===== src/rtl/alu_arbiter.sv =====
// Two-requester round-robin front end for one shared combinational ALU.
// Each requester has a single-entry registered response slot filled one cycle after issue.
module alu_arbiter #(
  parameter int DATA_W = 32,
  parameter int CTRL_W = 6
) (
  input  logic              clk,
  input  logic              rst_n,
  input  logic              req0_valid,
  output logic              req0_ready,
  input  logic [DATA_W-1:0] req0_a,
  input  logic [DATA_W-1:0] req0_b,
  input  logic [CTRL_W-1:0] req0_ctrl,
  output logic              rsp0_valid,
  input  logic              rsp0_ready,
  output logic [DATA_W-1:0] rsp0_result,
  output logic              rsp0_zero,
  input  logic              req1_valid,
  output logic              req1_ready,
  input  logic [DATA_W-1:0] req1_a,
  input  logic [DATA_W-1:0] req1_b,
  input  logic [CTRL_W-1:0] req1_ctrl,
  output logic              rsp1_valid,
  input  logic              rsp1_ready,
  output logic [DATA_W-1:0] rsp1_result,
  output logic              rsp1_zero,
  output logic [DATA_W-1:0] alu_a,
  output logic [DATA_W-1:0] alu_b,
  output logic [CTRL_W-1:0] alu_control,
  input  logic [DATA_W-1:0] alu_result,
  input  logic              alu_zero,
  output logic [31:0]       issue_count
);

  logic              rsp0_valid_q, rsp0_valid_d;
  logic [DATA_W-1:0] rsp0_result_q, rsp0_result_d;
  logic              rsp0_zero_q, rsp0_zero_d;
  logic              rsp1_valid_q, rsp1_valid_d;
  logic [DATA_W-1:0] rsp1_result_q, rsp1_result_d;
  logic              rsp1_zero_q, rsp1_zero_d;
  logic              last_grant_q, last_grant_d;
  logic [31:0]       issue_count_q, issue_count_d;
  logic              elig0, elig1, grant0, grant1;

  always_comb begin
    // A slot can accept a new result if it is empty or being drained this cycle.
    elig0 = req0_valid && (!rsp0_valid_q || rsp0_ready);
    elig1 = req1_valid && (!rsp1_valid_q || rsp1_ready);
    grant0 = elig0 && (!elig1 || last_grant_q);
    grant1 = elig1 && (!elig0 || !last_grant_q);

    alu_a       = '0;
    alu_b       = '0;
    alu_control = '0;
    if (grant0) begin
      alu_a       = req0_a;
      alu_b       = req0_b;
      alu_control = req0_ctrl;
    end else if (grant1) begin
      alu_a       = req1_a;
      alu_b       = req1_b;
      alu_control = req1_ctrl;
    end

    rsp0_valid_d  = rsp0_valid_q;
    rsp0_result_d = rsp0_result_q;
    rsp0_zero_d   = rsp0_zero_q;
    if (grant0) begin
      rsp0_valid_d  = 1'b1;
      rsp0_result_d = alu_result;
      rsp0_zero_d   = alu_zero;
    end else if (rsp0_valid_q && rsp0_ready) begin
      rsp0_valid_d = 1'b0;
    end

    rsp1_valid_d  = rsp1_valid_q;
    rsp1_result_d = rsp1_result_q;
    rsp1_zero_d   = rsp1_zero_q;
    if (grant1) begin
      rsp1_valid_d  = 1'b1;
      rsp1_result_d = alu_result;
      rsp1_zero_d   = alu_zero;
    end else if (rsp1_valid_q && rsp1_ready) begin
      rsp1_valid_d = 1'b0;
    end

    last_grant_d = last_grant_q;
    if (grant0)      last_grant_d = 1'b0;
    else if (grant1) last_grant_d = 1'b1;

    issue_count_d = issue_count_q + 32'(grant0 || grant1);
  end

  always_ff @(posedge clk or negedge rst_n) begin
    if (!rst_n) begin
      rsp0_valid_q  <= 1'b0;
      rsp0_result_q <= '0;
      rsp0_zero_q   <= 1'b0;
      rsp1_valid_q  <= 1'b0;
      rsp1_result_q <= '0;
      rsp1_zero_q   <= 1'b0;
      last_grant_q  <= 1'b1;
      issue_count_q <= '0;
    end else begin
      rsp0_valid_q  <= rsp0_valid_d;
      rsp0_result_q <= rsp0_result_d;
      rsp0_zero_q   <= rsp0_zero_d;
      rsp1_valid_q  <= rsp1_valid_d;
      rsp1_result_q <= rsp1_result_d;
      rsp1_zero_q   <= rsp1_zero_d;
      last_grant_q  <= last_grant_d;
      issue_count_q <= issue_count_d;
    end
  end

  assign req0_ready  = grant0;
  assign req1_ready  = grant1;
  assign rsp0_valid  = rsp0_valid_q;
  assign rsp0_result = rsp0_result_q;
  assign rsp0_zero   = rsp0_zero_q;
  assign rsp1_valid  = rsp1_valid_q;
  assign rsp1_result = rsp1_result_q;
  assign rsp1_zero   = rsp1_zero_q;
  assign issue_count = issue_count_q;

endmodule


===== config.mk =====
export PLATFORM = sky130hd
export DESIGN_NAME = alu_arbiter
export DESIGN_NICKNAME = d
export VERILOG_FILES = /design/src/rtl/alu_arbiter.sv
export SDC_FILE = /design/constraint.sdc
export NUM_CORES = 1
export LEC_CHECK = 0
export CORE_AREA = 4 4 135 137
export CTS_CLUSTER_SIZE = 14
export DETAILED_ROUTE_END_ITERATION = 8
export DIE_AREA = 0 0 139 141
export GPL_TIMING_DRIVEN = 0
export HOLD_SLACK_MARGIN = 0.03
export PLACE_DENSITY = 0.69
export SYNTH_ARGS = -nofsm -noshare
export SYNTH_HDL_FRONTEND = slang
export SYNTH_SLANG_ARGS = --single-unit

===== constraint.sdc =====
create_clock -name clk -period 2.7 [get_ports clk]
set_input_delay 0.54 -clock clk [delete_from_list [all_inputs] [get_ports clk]]
set_output_delay 0.54 -clock clk [all_outputs]
set_load 0.02 [all_outputs]

==> metrics.txt, run 1 <==
row count=48; Max FO, Critical Path=10; via/cell ratio=a little under 5; Hold WS=between 200 and 250 ps; gpl congestion=between 1 and 1.5; NetSw=roughly 2.2 mW; Critical Path AT=2110 ps; Die Y=~140 µm; Worst Skew=around 11 ps; clock tree buffer depth=2; nets=just over 900; number of synthesized flops with an enable pin=0; CTS root buf=clkbuf_16; main flop type after synthesis=dfrtp_1; GRT Overall Usage=~22%; CTS tree=yes; vias post-DR=roughly 4700; CP Data Required Time=2160 ps; dpl hpwl=between 15000 and 20000 µm; total grt overflow=0; Slew @ Worst Pin=677 ps; kind of cell adding the most delay to the critical path=buffers and inverters; I/O pins=351; vias in the first global route=between 5000 and 6000; max_slew headroom=54.8%; Multi-input gate area=roughly 2300 µm²; clk slew on worst S/H paths=roughly 70 ps; Pwr Density=between 600 and 700 nW/µm²; status=finished clean; Post-Route WL=22700 µm; Die Width=~140 µm; clock power share=22.6%; top-count cell post-synth=dfrtp_1; fmax=~0.38 GHz; core area=around 17000 µm²; Place WS=-796 ps; crit end category=output pin; setup tns final=0 ps; wire per inst=approximately 23 µm; Inserted Clock Buffers=9; Iteration-0 DRC Markers=about 180; ANT nets after route=0; final setup vio count=0; Cell Chain, Critical Path=clkdlybuf4s50_1 > nand2b_4 > and2_4 > o21ai_4 > inv_4 > clkbuf_16 > buf_12 > a22o_4 > buf_6; sequential share of the synthesized area=roughly 52%; IO buf count=between 300 and 400; DR DRC count=0; worst skew pair latency=~350 ps; final hold violation count=0; maximum VDD drop=0.339 mV; syn avg cell area=around 13 µm²; final worst path period need=2650 ps; Synth area leader=dfrtp_1; CP Launch Type=primary input; DP Cell Count=941; max capacitance violation total=0; part of the cycle the worst path needs=98.2%; Critical-path top delay cell=clkdlybuf4s50_1; combinational power share=between 40% and 50%; cell area after synthesis=4900 µm²; CP Class=primary input to output pin; clk sinks=roughly 100; synth top area cells=dfrtp_1, a22o_1, mux2_2; Finished Layout Cells=around 970; area share of the largest cell type after synthesis=roughly half; initial antenna violation count=6; Yosys cell types=39; Area Overhead vs Synth=86.3%; most frequent cells after synthesis=dfrtp_1, a22o_1, mux2_2, xnor2_1, nand2_1; effective utilization at floorplan=approximately 29%; DP Area=roughly 8700 µm²; Sequential cell area=2530 µm²; post-synthesis register bit count=slightly above 100; first-pass GRT wire length=about 33000 µm; Core Util, Final=between 50 and 60%; synthesis warning total=0; Design Area, Final=approximately 9000 µm²; syn nets=approximately 550; fillcell total=between 1000 and 1500; RSZ-0062 raised after global routing=no; asr flop ratio synth=100%; ratio of cells with drive above 1 in the final layout=around 30%; CP max stage delay=roughly 400 ps; H-tree levels=3; switching share of power=about a third; final total power=~6.3 mW; Syn Inst Count=about 370; sequential fraction of design power=between 30% and 40%; detailed-router iteration count before antenna repair=4; Pleak=between 4 and 5 nW; Max Slew Vio Count=0; Hold/Removal Path Class=primary input to asynchronous set/reset pin; area of the die=19600 µm²; pin count of the biggest net entering global routing=53; final setup margin=between 40 and 50 ps; Worst Path Buf+Inv=5; internal power=4.15 mW
-- logic make-up after synthesis --
| family | synth area share (%) |
|---|---|
| buf+inv | 3.29 |
| flops | 51.6 |
| compound gates | 13.6 |
| xor+xnor | 5.36 |
| mux | 15.8 |
| fa+ha+maj | 0.765 |
| simple gates | 9.59 |
-- routing by layer --
layer | track usage [%] | up-vias | wire [µm]
met5 | 0 | - | 0
met4 | 10.2 | 0 | 874
met3 | 6.07 | 42 | 1250
met2 | 41.9 | 209 | 12200
met1 | 23.6 | 2350 | 8320
li1 | - | 2131 | -
-- path summary, 6_finish.rpt --
path                                             startpoint                          end  slack [ps]  depth (start not counted)
worst min-delay path                                  rst_n    issue_count[27]$_DFF_PN0_         230                          1
worst max register to register       rsp1_valid$_DFFE_PN0P_    issue_count[28]$_DFF_PN0_         550                         10
worst min register to register  rsp1_result[14]$_DFFE_PN0N_  rsp1_result[14]$_DFFE_PN0N_         490                          1
worst max-delay path                             rsp0_ready                    alu_b[13]          50                          9
min in group clk                rsp1_result[14]$_DFFE_PN0N_  rsp1_result[14]$_DFFE_PN0N_         490                          1
max in group asynchronous                             rst_n   rsp0_result[0]$_DFFE_PN0P_        1800                          2
-- power by group through the flow --
| stage | Sequential (mW) | Combinational, mW | Clock [mW] |
|---|---|---|---|
| final | 2.06 | 2.83 | 1.43 |
| after global routing | 2.11 | 2.96 | 1.54 |
| after CTS | 2.06 | 2.76 | 1.47 |
| after detailed placement | 2.09 | 2.82 | 0 |
| after global placement | 2.07 | 2.78 | 0 |
| after floorplan | 2.45 | 0.888 | 0 |
-- flip-flops by register name, indices dropped and copies added (netlist names) --
| register | count |
|---|---|
| issue_count | 32 |
| rsp0_result | 32 |
| rsp1_result | 32 |
| last_grant_q | 1 |
| rsp0_valid | 1 |
| rsp0_zero | 1 |
| rsp1_valid | 1 |
| rsp1_zero | 1 |
-- worst register-to-register path: stages (launching register included) --
cell     delay (ps)
dfrtp_1         380
inv_1           120
o21ai_4         110
nand2_1         110
ha_1            160
ha_1            130
buf_2           180
and4_1          260
nand3_4         180
nor4_4          260
xor2_1          170
-- area by class of cell --
cell class / count / area share [%]
repair buffers: 363 / 37.0
flip-flops and latches: 101 / 27.7
multi-input cells: 238 / 25.7
well taps: 225 / 3.08
clock buffers: 11 / 2.77
plain buffers: 23 / 2.70
clock inverters: 4 / 0.876
diodes: 6 / 0.164
inverters: 2 / 0.110
-- cells in the final DEF (no fill, tap or decap), types with 2 or more instances in the layout --
cell type,synthesis,final
a22o_1,70,56
a22o_4,0,14
and3_1,4,4
and3_2,2,2
and4_1,3,3
and4_4,2,2
buf_12,0,4
buf_2,12,46
buf_4,9,31
buf_6,2,17
bufinv_16,0,2
clkbuf_16,0,10
clkbuf_2,0,5
clkbuf_8,0,2
clkdlybuf4s50_1,0,275
dfrtp_1,100,100
diode_2,0,6
dlygate4sd2_1,0,3
ha_1,3,3
mux2_1,4,4
mux2_2,53,53
mux2_4,9,9
nand2_1,14,14
nand3_1,9,9
nand3_4,2,2
nand4_1,10,10
nor2_1,3,3
nor3_1,3,3
nor3_4,2,2
nor4_2,2,2
nor4_4,2,2
o21ai_4,1,2
xnor2_1,19,19
xor2_1,11,11
-- repair_timing --
item / CTS / global route
setup buffers: 3 / 8
setup endpoints to repair: 72 / 71
hold buffers: 0 / 0
pin swaps: 4 / 15
resized for setup: 288 / 84
gates cloned: 0 / 1
(Power assumes the default switching activity.)
==> run 2, diff against run 1 <==
Settings changed: CORE_AREA 4 4 135 137 to 2 2 137 139, PLACE_DENSITY 0.69 to 0.65.
==> run 2 against run 1 <==
Effect of this change: critical path depth unchanged; sequential power about the same; combinational power is 5% lower; first-iteration DRC count decreased by 13%; die area unchanged; maximum frequency hardly changed; cell area shrank 2.2%; global-route usage fell by 1.5 points; clock skew about the same; power shrank 3.0%; clock power decreased by 3%; largest cell class unchanged.
==> metrics.txt, run 2 (synthesized netlist as in run 1, its figures left out) <==
CTS root buf=clkbuf_16 (unchanged); Inserted Clock Buffers=9 (unchanged); Pleak=3.93 nW (was 4.04 nW); final setup vio count=0 (unchanged); max_slew headroom=55.5% (was 54.8%); GRT Overall Usage=21.0% (was 22.5%); gpl congestion=0.987 (was 1.02); CTS tree=yes (unchanged); Die Width=139 µm (unchanged); Max Slew Vio Count=0 (unchanged); CP Class=primary input to output pin (unchanged); Sequential cell area=2530 µm² (unchanged); Post-Route WL=20900 µm (was 22700 µm); Worst R2R Start=rsp1_valid$_DFFE_PN0P_ (unchanged); final hold violation count=0 (unchanged); effective utilization at floorplan=26.8% (was 28.8%); clock tree buffer depth=2 (unchanged); max capacitance violation total=0 (unchanged); FF-to-FF End=issue_count[24]$_DFF_PN0_ (was issue_count[28]$_DFF_PN0_); initial antenna violation count=4 (was 6); dpl hpwl=17200 µm (was 18700 µm); met2 GRT Util=40.2% (was 41.9%); ratio of cells with drive above 1 in the final layout=27.8% (was 29.5%); Worst Skew=11.5 ps (was 11.4 ps); Multi-input gate area=2270 µm² (was 2340 µm²); maximum VDD drop=0.364 mV (was 0.339 mV); Hold WS=214 ps (was 229 ps); first-pass GRT wire length=31100 µm (was 33000 µm); Slew @ Worst Pin=668 ps (was 677 ps); DR DRC count=0 (unchanged); IO buf count=350 (unchanged); final worst path period need=2650 ps (about the same); Die Y=141 µm (unchanged); row count=50 (was 48); H-tree levels=3 (unchanged); CP Data Required Time=2160 ps (about the same); Area Overhead vs Synth=82.3% (was 86.3%); nets=914 (was 920); global route hottest layer=met2 (unchanged); CP Launch Type=primary input (unchanged); wire per inst=21.4 µm (was 23.3 µm); ANT nets after route=0 (unchanged); worst reg2reg path depth=10 (unchanged); fmax=0.377 GHz (about the same); I/O pins=351 (unchanged); Critical Path AT=2110 ps (about the same); crit end category=output pin (unchanged); total grt overflow=0 (unchanged); pin count of the biggest net entering global routing=53 (unchanged); Core Util, Final=48.9% (was 53.6%); Iteration-0 DRC Markers=156 (was 179); flop-to-flop setup slack=580 ps (was 550 ps); vias post-DR=4637 (was 4732); vias in the first global route=4964 (was 5083); setup tns final=0 ps (unchanged); status=finished clean (unchanged); area of the die=19600 µm² (unchanged); detailed-router iteration count before antenna repair=4 (unchanged); final setup margin=47.2 ps (was 48.0 ps); Max FO, Critical Path=10 (unchanged); Place WS=-741 ps (was -796 ps); commonest cells after routing, fill and taps aside=clkdlybuf4s50_1, dfrtp_1, a22o_1 (unchanged); via/cell ratio=4.76 (was 4.86); part of the cycle the worst path needs=98.3% (was 98.2%); core area=18300 µm² (was 17100 µm²); fillcell total=1715 (was 1472); Pwr Density=685 nW/µm² (was 691 nW/µm²); commonest non-fill, non-tap cell in the layout=clkdlybuf4s50_1 (unchanged); clk slew on worst S/H paths=70 ps (about the same); RSZ-0062 raised after global routing=yes (was no); M3 GR Usage=5.50% (was 6.07%); Hold/Removal Path Class=primary input to asynchronous set/reset pin (unchanged); grt met1 use=21.9% (was 23.6%); clk sinks=101 (unchanged); worst skew pair latency=360 ps (was 350 ps)
[run 2: cell types whose count changed in the layout (fill, tap and decap cells not counted), sizes merged]
| cell | previous run | this run |
|---|---|---|
| clkinv | 1 | 2 |
| buf | 100 | 99 |
| inv | 3 | 5 |
| dlymetal6s2s | 1 | 0 |
| diode | 6 | 4 |
| clkbuf | 18 | 11 |
| clkinvlp | 0 | 1 |
| clkdlybuf4s50 | 275 | 276 |
| bufinv | 2 | 1 |
[run 2: stage by stage]
| stage | cell area, µm² | power, mW | instances |
|---|---|---|---|
| CTS | 8820 | 6.15 | 969 |
| finish | 8940 | 6.13 | 975 |
| detailed placement | 8730 | 4.85 | 950 |
| global placement | 8700 | 4.80 | 949 |
| global route | 8940 | 6.41 | 975 |
| floorplan | 4900 | 3.34 | 365 |
[run 2: worst max-delay path by stage]
stage                              to  slack (ps)       start
3_3_place_gp   rsp0_valid$_DFFE_PN0P_       -2550       rst_n
4_1_cts                      alu_b[6]           7  rsp0_ready
3_5_place_dp                 alu_b[6]        -740  rsp0_ready
5_1_grt                     alu_a[19]         -10  rsp0_ready
6_report                    alu_a[26]          50  rsp0_ready
2_1_floorplan               alu_a[27]         550  rsp0_ready
[run 2: area by class of cell]
cell class                      instances  share of cell area, %
Multi-Input combinational cell        238                   25.3
Clock buffer                            9                   2.52
Timing Repair Buffer                  357                   36.8
Tap cell                              234                   3.27
Clock inverter                          7                   1.02
Inverter                                2                 0.0840
Buffer                                 23                   2.53
Antenna cell                            4                  0.112
Sequential cell                       101                   28.3
[run 2: power by group]
group	internal, mW	leakage (nW)	switching, mW
registers	1.83	1.24	0.224
logic	1.39	2.54	1.30
clock network	0.742	0.151	0.634
total	3.96	3.93	2.16
[run 2: worst max-delay path, cell delays in order]
cell and delay [ps]:
clkdlybuf4s50_1 400, nand2b_4 140, and2_4 170, o21ai_4 60, inv_2 70, buf_12 150, buf_4 170, a22o_1 240
buf_2 160
[run 2: timing repair]
item | in CTS | in global routing
hold buffers | 0 | 0
endpoints found under the setup margin | 72 | 61
gates resized for setup | 316 | 30
hold endpoints to repair | 0 | 0
pin swaps | 4 | 8
setup buffers | 4 | 2
[run 2: routing by layer]
metal / up-vias / part of all wire, %
met5: - / 0
met4: 0 / 2.9
met3: 38 / 6.1
met2: 184 / 56
met1: 2314 / 35
li1: 2101 / -
==> run 3, diff against run 2 <==
Clock period 2.7 ns to 3 ns, I/O delays scaled along.
==> run 3 against run 2 <==
Effect of this change: register-to-register slack better by 290 ps; power is 11% lower; largest cell class unchanged; worst hold slack better by 60 ps; largest power group unchanged; critical path type unchanged.
==> metrics.txt, run 3 (synthesized netlist as in run 1, its figures left out) <==
via/cell ratio=4.76 (about the same); CP Class=primary input to output pin (unchanged); H-tree levels=3 (unchanged); final total power=5.45 mW (was 6.13 mW); initial antenna violation count=6 (was 4); Iteration-0 DRC Markers=145 (was 156); clk sinks=101 (unchanged); final worst path period need=between 2000 and 3000 ps; Max Slew Vio Count=0 (unchanged); vias post-DR=4633 (was 4637); Post-Route WL=20900 µm (about the same); Max FO, Critical Path=10 (unchanged); nets=911 (was 914); Die Width=139 µm (unchanged); clock tree buffer depth=2 (unchanged); final hold violation count=0 (unchanged); core area=18300 µm² (unchanged); Pleak=3.85 nW (was 3.93 nW); worst skew pair latency=360 ps (about the same); I/O pins=351 (unchanged); Inserted Clock Buffers=9 (unchanged); Worst Skew=11.5 ps (about the same); gpl congestion=0.987 (unchanged); fmax=around 0.34 GHz; DR DRC count=0 (unchanged); Finished Layout Cells=974 (was 975); row count=50 (unchanged); effective utilization at floorplan=26.8% (unchanged); wire per inst=21.5 µm (was 21.4 µm); max capacitance violation total=0 (unchanged); ANT nets after route=0 (unchanged); commonest non-fill, non-tap cell in the layout=clkdlybuf4s50_1 (unchanged); DP Area=8730 µm² (unchanged); CTS tree=yes (unchanged); setup tns final=0 ps (unchanged); ratio of cells with drive above 1 in the final layout=26.6% (was 27.8%); hold_buf cts=0 (unchanged); crit end category=output pin (unchanged); Critical Path AT=2320 ps (was 2110 ps); Area Overhead vs Synth=79.6% (was 82.3%); IO buf count=350 (unchanged); DP Cell Count=950 (unchanged); part of the cycle the worst path needs=97.3%; Critical-path top delay cell=clkdlybuf4s50_1 (unchanged); Cell Chain, Critical Path=clkdlybuf4s50_1 > nand2b_4 > and2_4 > o21ai_4 > inv_2 > buf_6 > buf_4 > a22o_1 > clkdlybuf4s15_2 (was clkdlybuf4s50_1 > nand2b_4 > and2_4 > o21ai_4 > inv_2 > buf_12 > buf_4 > a22o_1 > buf_2); Die Y=141 µm (unchanged); RSZ-0062 raised after global routing=yes (unchanged); status=finished clean (unchanged); max_slew headroom=55.2% (was 55.5%); first-pass GRT wire length=31100 µm (unchanged); Design Area, Final=8810 µm² (was 8940 µm²); pin count of the biggest net entering global routing=53 (unchanged); commonest cells after routing, fill and taps aside=clkdlybuf4s50_1, dfrtp_1, a22o_1 (unchanged); GRT Overall Usage=21.0% (unchanged); fillcell total=1717 (was 1715); maximum VDD drop=0.326 mV (was 0.364 mV); Slew @ Worst Pin=672 ps (was 668 ps); CTS root buf=clkbuf_16 (unchanged); dpl hpwl=17200 µm (unchanged); CP Data Required Time=2400 ps (was 2160 ps); CP Launch Type=primary input (unchanged); final setup vio count=0 (unchanged); total grt overflow=0 (unchanged); Pwr Density=619 nW/µm² (was 685 nW/µm²); clk slew on worst S/H paths=70 ps (about the same); detailed-router iteration count before antenna repair=4 (unchanged); area of the die=19600 µm² (unchanged); CP max stage delay=460 ps (was 400 ps); Hold/Removal Path Class=primary input to asynchronous set/reset pin (unchanged); vias in the first global route=4977 (was 4964)
run 3: cell count changes in the layout (fill, tap and decap cells not counted), moves of 2 or more:
cell / change
a22o_1: +5
a22o_4: -5
buf_12: -2
buf_2: -37
buf_4: -11
buf_6: -9
buf_8: -2
clkbuf_2: +51
clkbuf_4: -2
clkdlybuf4s15_1: +2
clkdlybuf4s15_2: +7
diode_2: +2
dlygate4sd2_1: -2
run 3: final timing paths:
kind	to	cells after the start	slack, ps	from
worst max-delay path	alu_b[8]	9	80	rsp0_ready
min in group clk	rsp1_result[3]$_DFFE_PN0N_	1	490	rsp1_result[3]$_DFFE_PN0N_
worst min register to register	rsp1_result[3]$_DFFE_PN0N_	1	490	rsp1_result[3]$_DFFE_PN0N_
worst max register to register	issue_count[24]$_DFF_PN0_	10	870	rsp1_valid$_DFFE_PN0P_
max in group asynchronous	rsp1_result[1]$_DFFE_PN0N_	2	2050	rst_n
worst min-delay path	rsp0_result[17]$_DFFE_PN0P_	1	270	rst_n
run 3: what timing repair did:
| action | 4_1_cts | 5_1_grt |
|---|---|---|
| pin swaps | 3 | 0 |
| hold endpoints to repair | 0 | 0 |
| setup buffers | 2 | 0 |
| gates resized for setup | 143 | 91 |
| endpoints found under the setup margin | 72 | 59 |
run 3: area by class of cell:
cell class	count	area, µm²	area share, %
buffer	24	176	2.00
multi-input combinational	238	2220	25.2
inverter	2	7.51	0.0852
sequential	101	2530	28.7
timing repair buffer	353	3250	36.9
antenna	6	15.0	0.170
clock inverter	7	91.3	1.04
clock buffer	9	225	2.56
tap	234	293	3.32
run 3: metal layers:
layer	vias up	part of all wire (%)	track usage, %
met4	0	3.0	8.67
met3	32	5.7	5.43
met1	2326	36	21.8
met5	-	0	0
li1	2097	-	-
met2	178	56	40.0
run 3: critical path: cells and delay by family:
| family | cells | cell delay [ps] |
|---|---|---|
| buffers and inverters | 5 | 1190 |
| AND/OR/NAND/NOR | 2 | 290 |
| AO/OA/AOI/OAI | 2 | 230 |
run 3: where the power goes:
group	internal (mW)	leakage (nW)	switching (mW)
clock network	0.668	0.151	0.569
logic	1.20	2.46	1.16
registers	1.65	1.24	0.203
run 3: metrics by stage:
| stage | setup slack (ps) | hold slack, ps | util (%) |
|---|---|---|---|
| global placement | -2310 | 462 | 47.6 |
| finish | 80.4 | 274 | 48.2 |
| floorplan | 734 | 304 | - |
| CTS | 1.71 | 302 | 49.3 |
| detailed placement | -561 | 475 | 47.8 |
| global route | -8.77 | 323 | 48.2 |
==> RTL edit 1: new RTL, flow settings as in run 3 <==
Put one more register stage on the output `issue_count`, cleared by the reset. The value now appears one clock later. The other outputs are not delayed to match.
--- a/src/rtl/alu_arbiter.sv
+++ b/src/rtl/alu_arbiter.sv
@@ -123,3 +123,9 @@
   assign rsp1_zero   = rsp1_zero_q;
-  assign issue_count = issue_count_q;
+  always_ff @(posedge clk or negedge rst_n) begin
+    if (!rst_n) begin
+      issue_count <= '0;
+    end else begin
+      issue_count <= issue_count_q;
+    end
+  end
 
Function: changed (Yosys sat finds a counterexample within 4 cycles, from zero or initial values and one cycle with rst_n low).
==> RTL edit 1 against run 3 <==
Total power increased by 24%. Cell area rose by 13%. Routed wire length increased by 14%. Sequential cell count grew 32. Area after synthesis rose by 15%. Setup slack worse by 0.066 ns. Utilization increased by 6.2 points. Critical path depth stayed put. Critical endpoint is now alu_a[6]. Highest routed layer unchanged.
==> RTL edit 1: results (changes against run 3) <==
| Metric | Value |
|---|---|
| First DRT Iteration DRCs | `165 (+14%)` |
| Fin cells | `1023 (+5.0%)` |
| Max VDD drop | `353 uV (+8.1%)` |
| Final #Nets | `952 (+4.5%)` |
| Share of cells above drive strength 1 | `26.6% (+0.032 points)` |
| Worst Setup EP | `alu_a[6]` |
| ClkCell Share | `5.91% (+2.3 points)` |
| Largest net degree at the start of global routing | `102 (+92%)` |
| #MultiIn Comb | `238 (unchanged)` |
| Grt met3 use | `8.36% (+2.9 points)` |
| Vias per inst | `4.87 (+2.3%)` |
| GRT Overall Usage | `23.6% (+2.6 points)` |
| Hold slack | `0.0734 ns (-0.201 ns)` |
| Leak | `0.00441 uW (+14%)` |
| Register Area | `3330 um^2 (+32%)` |
| Worst path slowest cell | `clkdlybuf4s50_1` |
| Post-synthesis adder-cell area fraction | `0.666% (-0.099 points)` |
| Avg Inst Size Synth | `14.2 um^2 (+5.6%)` |
| First-pass GRT wire length | `33800 um (+8.8%)` |
| Signal buffers | `378 (+0.27%)` |
| WP data arrival | `2.39 ns (+0.07 ns)` |
| Met3 wire len | `1820 um (+54%)` |
| Xor-xnor portion of the synthesized cell area | `4.66% (-0.69 points)` |
| Met1 WL | `9140 um (+22%)` |
| CTS Buf Count | `17 (+8)` |
| Cell count after placement | `982 (+3.4%)` |
| Clkbuf count | `23 (+14)` |
| Number of global-route vias before repair | `5211 (+4.7%)` |
| Seq cells | `133 (+32%)` |
| Mapped Nets | `579 (+5.9%)` |
| Clock latency on the worst-skew pair | `0.41 ns (+0.05 ns)` |
| Synth area leaders | `dfrtp_1 (59%), mux2_2 (12%), a22o_1 (11%), xnor2_1 (3.0%), xor2_1 (1.7%)` |
| Mux contribution to synthesized area | `13.2% (-2.7 points)` |
| Fill count | `1585 (-7.7%)` |
| R2r endpoint | `issue_count_q[28]$_DFF_PN0_` |
| Met2 usage | `40.1% (+0.052 points)` |
| Seq/Total Area, Yosys | `59.1% (+7.5 points)` |
| Initial antenna violation count | `7 (+1)` |
| Placer Congestion | `1.00 (+1.6%)` |
| Critical path's largest stage delay | `0.40 ns (-0.06 ns)` |
| Distinct cells, synth | `35 (-10%)` |
| Met1 usage | `26.7% (+4.9 points)` |
| Commonest cells post-synth | `dfrtp_1 (132), a22o_1 (70), mux2_2 (61), xnor2_1 (19), nand2_1 (14)` |
| IO Port Bufs | `350 (unchanged)` |
| N_diodes | `7 (+1)` |
| Run status | `complete, no violations` |
| Slew headroom | `66.7% (+12 points)` |
| Post-synthesis compound-gate area fraction | `11.6% (-2.0 points)` |
| H-tree depth | `4 (+1)` |
| Non-Clock Buffer Area Fraction | `35.2% (-3.7 points)` |
| Met2 wire len | `12100 um (+4.0%)` |
| Detailed Place HPWL | `19100 um (+11%)` |
| WL/cell | `23.3 um (+8.5%)` |
| Fraction of area in multi-input gates | `22.2% (-3.0 points)` |
[RTL edit 1: repair_timing]
item / in CTS / in global routing
setup endpoints to repair: 72 / 60
resized for setup: 186 / 73
pin swaps: 2 / 0
buffers inserted: 3 / 0
[RTL edit 1: critical path: cells and delay by family]
family	cells	cell delay (ns)
buffers and inverters	5	1.16
and+or+nand+nor	2	0.32
AOI/OAI and AO/OA	2	0.29
[RTL edit 1: per-stage QoR]
step           power, uW  worst slack (ns)  TNS (ns)  cell area, um^2  util, %
2_1_floorplan       3460             0.697         0             5630        -
3_3_place_gp        4800             -3.66   -518.33             9430     51.6
3_5_place_dp        4850            -0.807    -37.07             9460     51.8
4_1_cts             6900          0.000194         0            10200     55.7
5_1_grt             7060           -0.0827    -0.391             9930     54.4
6_report            6780            0.0149         0             9930     54.4
[RTL edit 1: where the power goes]
part	internal [uW]	leakage (uW)	total, uW	switching, uW
sequential	2130	0.00167	2340	210
combinational	1200	0.00245	2400	1200
clock	1300	0.000285	2040	742
total	4630	0.00441	6780	2150
==> RTL edit 2: new RTL, flow settings as in run 3 <==
Without the edit above. The parameter `DATA_W` goes from 32 to 16.
--- a/src/rtl/alu_arbiter.sv
+++ b/src/rtl/alu_arbiter.sv
@@ -3,3 +3,3 @@
 module alu_arbiter #(
-  parameter int DATA_W = 32,
+  parameter int DATA_W = 16,
   parameter int CTRL_W = 6
Ports: changed (9 resized); port bits go from 351 to 207. No check against the original RTL was run, so the function may have changed too.
==> RTL edit 2 against run 3 <==
Cell area decreased by 33%. Total power is 32% lower. Sequential cell count fell by 32. Largest cell class unchanged. Cell count fell by 26%. Hold slack gained 0.11 ns. Routed wire length fell by 47%. Die area unchanged. Setup slack gained 0.012 ns. Critical endpoint is now alu_a[13]. Area after synthesis decreased by 32%.
==> RTL edit 2: results (changes against run 3) <==
| Metric | Value |
|---|---|
| Run status | `complete, no violations` |
| Skew final | `0.00801 ns (-0.00353 ns)` |
| Final #Nets | `580 (-36%)` |
| R2r endpoint | `issue_count[28]$_DFF_PN0_` |
| Commonest cells post-synth | `dfrtp_1 (68), a22o_1 (38), mux2_2 (34), xnor2_1 (19), nand2_1 (14)` |
| Detailed Place HPWL | `8410 um (-51%)` |
| N_diodes | `0 (-6)` |
| Slew headroom | `40.3% (-15 points)` |
| Number of global-route vias before repair | `3162 (-36%)` |
| Share of cells above drive strength 1 | `24.6% (-1.9 points)` |
| Fin cells | `717 (-26%)` |
| IO Port Bufs | `206 (-41%)` |
| First DRT Iteration DRCs | `79 (-46%)` |
| Hold slack | `0.389 ns (+0.115 ns)` |
| DR vias | `3018 (-35%)` |
| Clock latency on the worst-skew pair | `0.33 ns (-0.03 ns)` |
| Final WL | `11000 um (-47%)` |
| Comb. pwr | `1350 uW (-43%)` |
| Placer Congestion | `0.834 (-16%)` |
| Start of the worst register-to-register path | `rsp1_valid$_DFFE_PN0P_` |
| Mux contribution to synthesized area | `11.5% (-4.3 points)` |
| Dpl ws | `-0.444 ns (+0.118 ns)` |
| Post-placement cell area | `5680 um^2 (-35%)` |
| Clock group | `1070 uW (-14%)` |
| Worst path slowest cell | `clkdlybuf4s50_1` |
| Sw Share | `33.0% (-2.5 points)` |
| First-pass GRT wire length | `17200 um (-45%)` |
| Top-area cell type share of the netlist area | `51.2% (+0.17 points)` |
| Pwr/cell area | `624 nW/um^2 (+0.90%)` |
| Post-synthesis adder-cell area fraction | `1.13% (+0.36 points)` |
| Leak | `0.00250 uW (-35%)` |
| Post-synthesis compound-gate area fraction | `11.1% (-2.5 points)` |
| Initial antenna violation count | `1 (-5)` |
| Xor-xnor portion of the synthesized cell area | `7.90% (+2.5 points)` |
| Synth area leaders | `dfrtp_1 (51%), mux2_2 (12%), a22o_1 (10%), xnor2_1 (5.0%), xor2_1 (2.9%)` |
| Avg Inst Size Synth | `12.9 um^2 (-4.1%)` |
| Max VDD drop | `373 uV (+14%)` |
| Worst Setup EP | `alu_a[13]` |
| GRT Overall Usage | `11.1% (-9.8 points)` |
| Final WS setup | `0.0923 ns (+0.0119 ns)` |
| Cell count after placement | `698 (-27%)` |
| Distinct cells, synth | `34 (-13%)` |
| Seq/Total Area, Yosys | `52.0% (+0.42 points)` |
| Mapped Nets | `360 (-34%)` |
## RTL edit 2: cell types whose count changed after synthesis, sizes merged
cell,change
buf,-11
a22o,-32
dfrtp,-32
mux2,-32
## RTL edit 2: what timing repair did
| item | 4_1_cts | 5_1_grt |
|---|---|---|
| setup buffers | 0 | 3 |
| gates resized for setup | 57 | 62 |
| setup endpoints to repair | 39 | 38 |
| hold buffers | 0 | 0 |
| pin swaps | 0 | 1 |
## RTL edit 2: cell type report
cell class                      count  area [um^2]
Fill cell                        1839        12400
Clock inverter                      6         62.6
Inverter                            2         10.0
Timing Repair Buffer              209         1940
Tap cell                          234          293
Clock buffer                       10          239
Multi-Input combinational cell    174         1520
Sequential cell                    69         1730
Buffer                             13          101
## RTL edit 2: layer usage
metal	vias up	track usage [%]	wire length, um
li1	1398	-	-
met1	1447	11.9	4350
met2	159	20.3	5640
met3	12	3.94	908
met4	2	3.99	142
met5	-	0	10
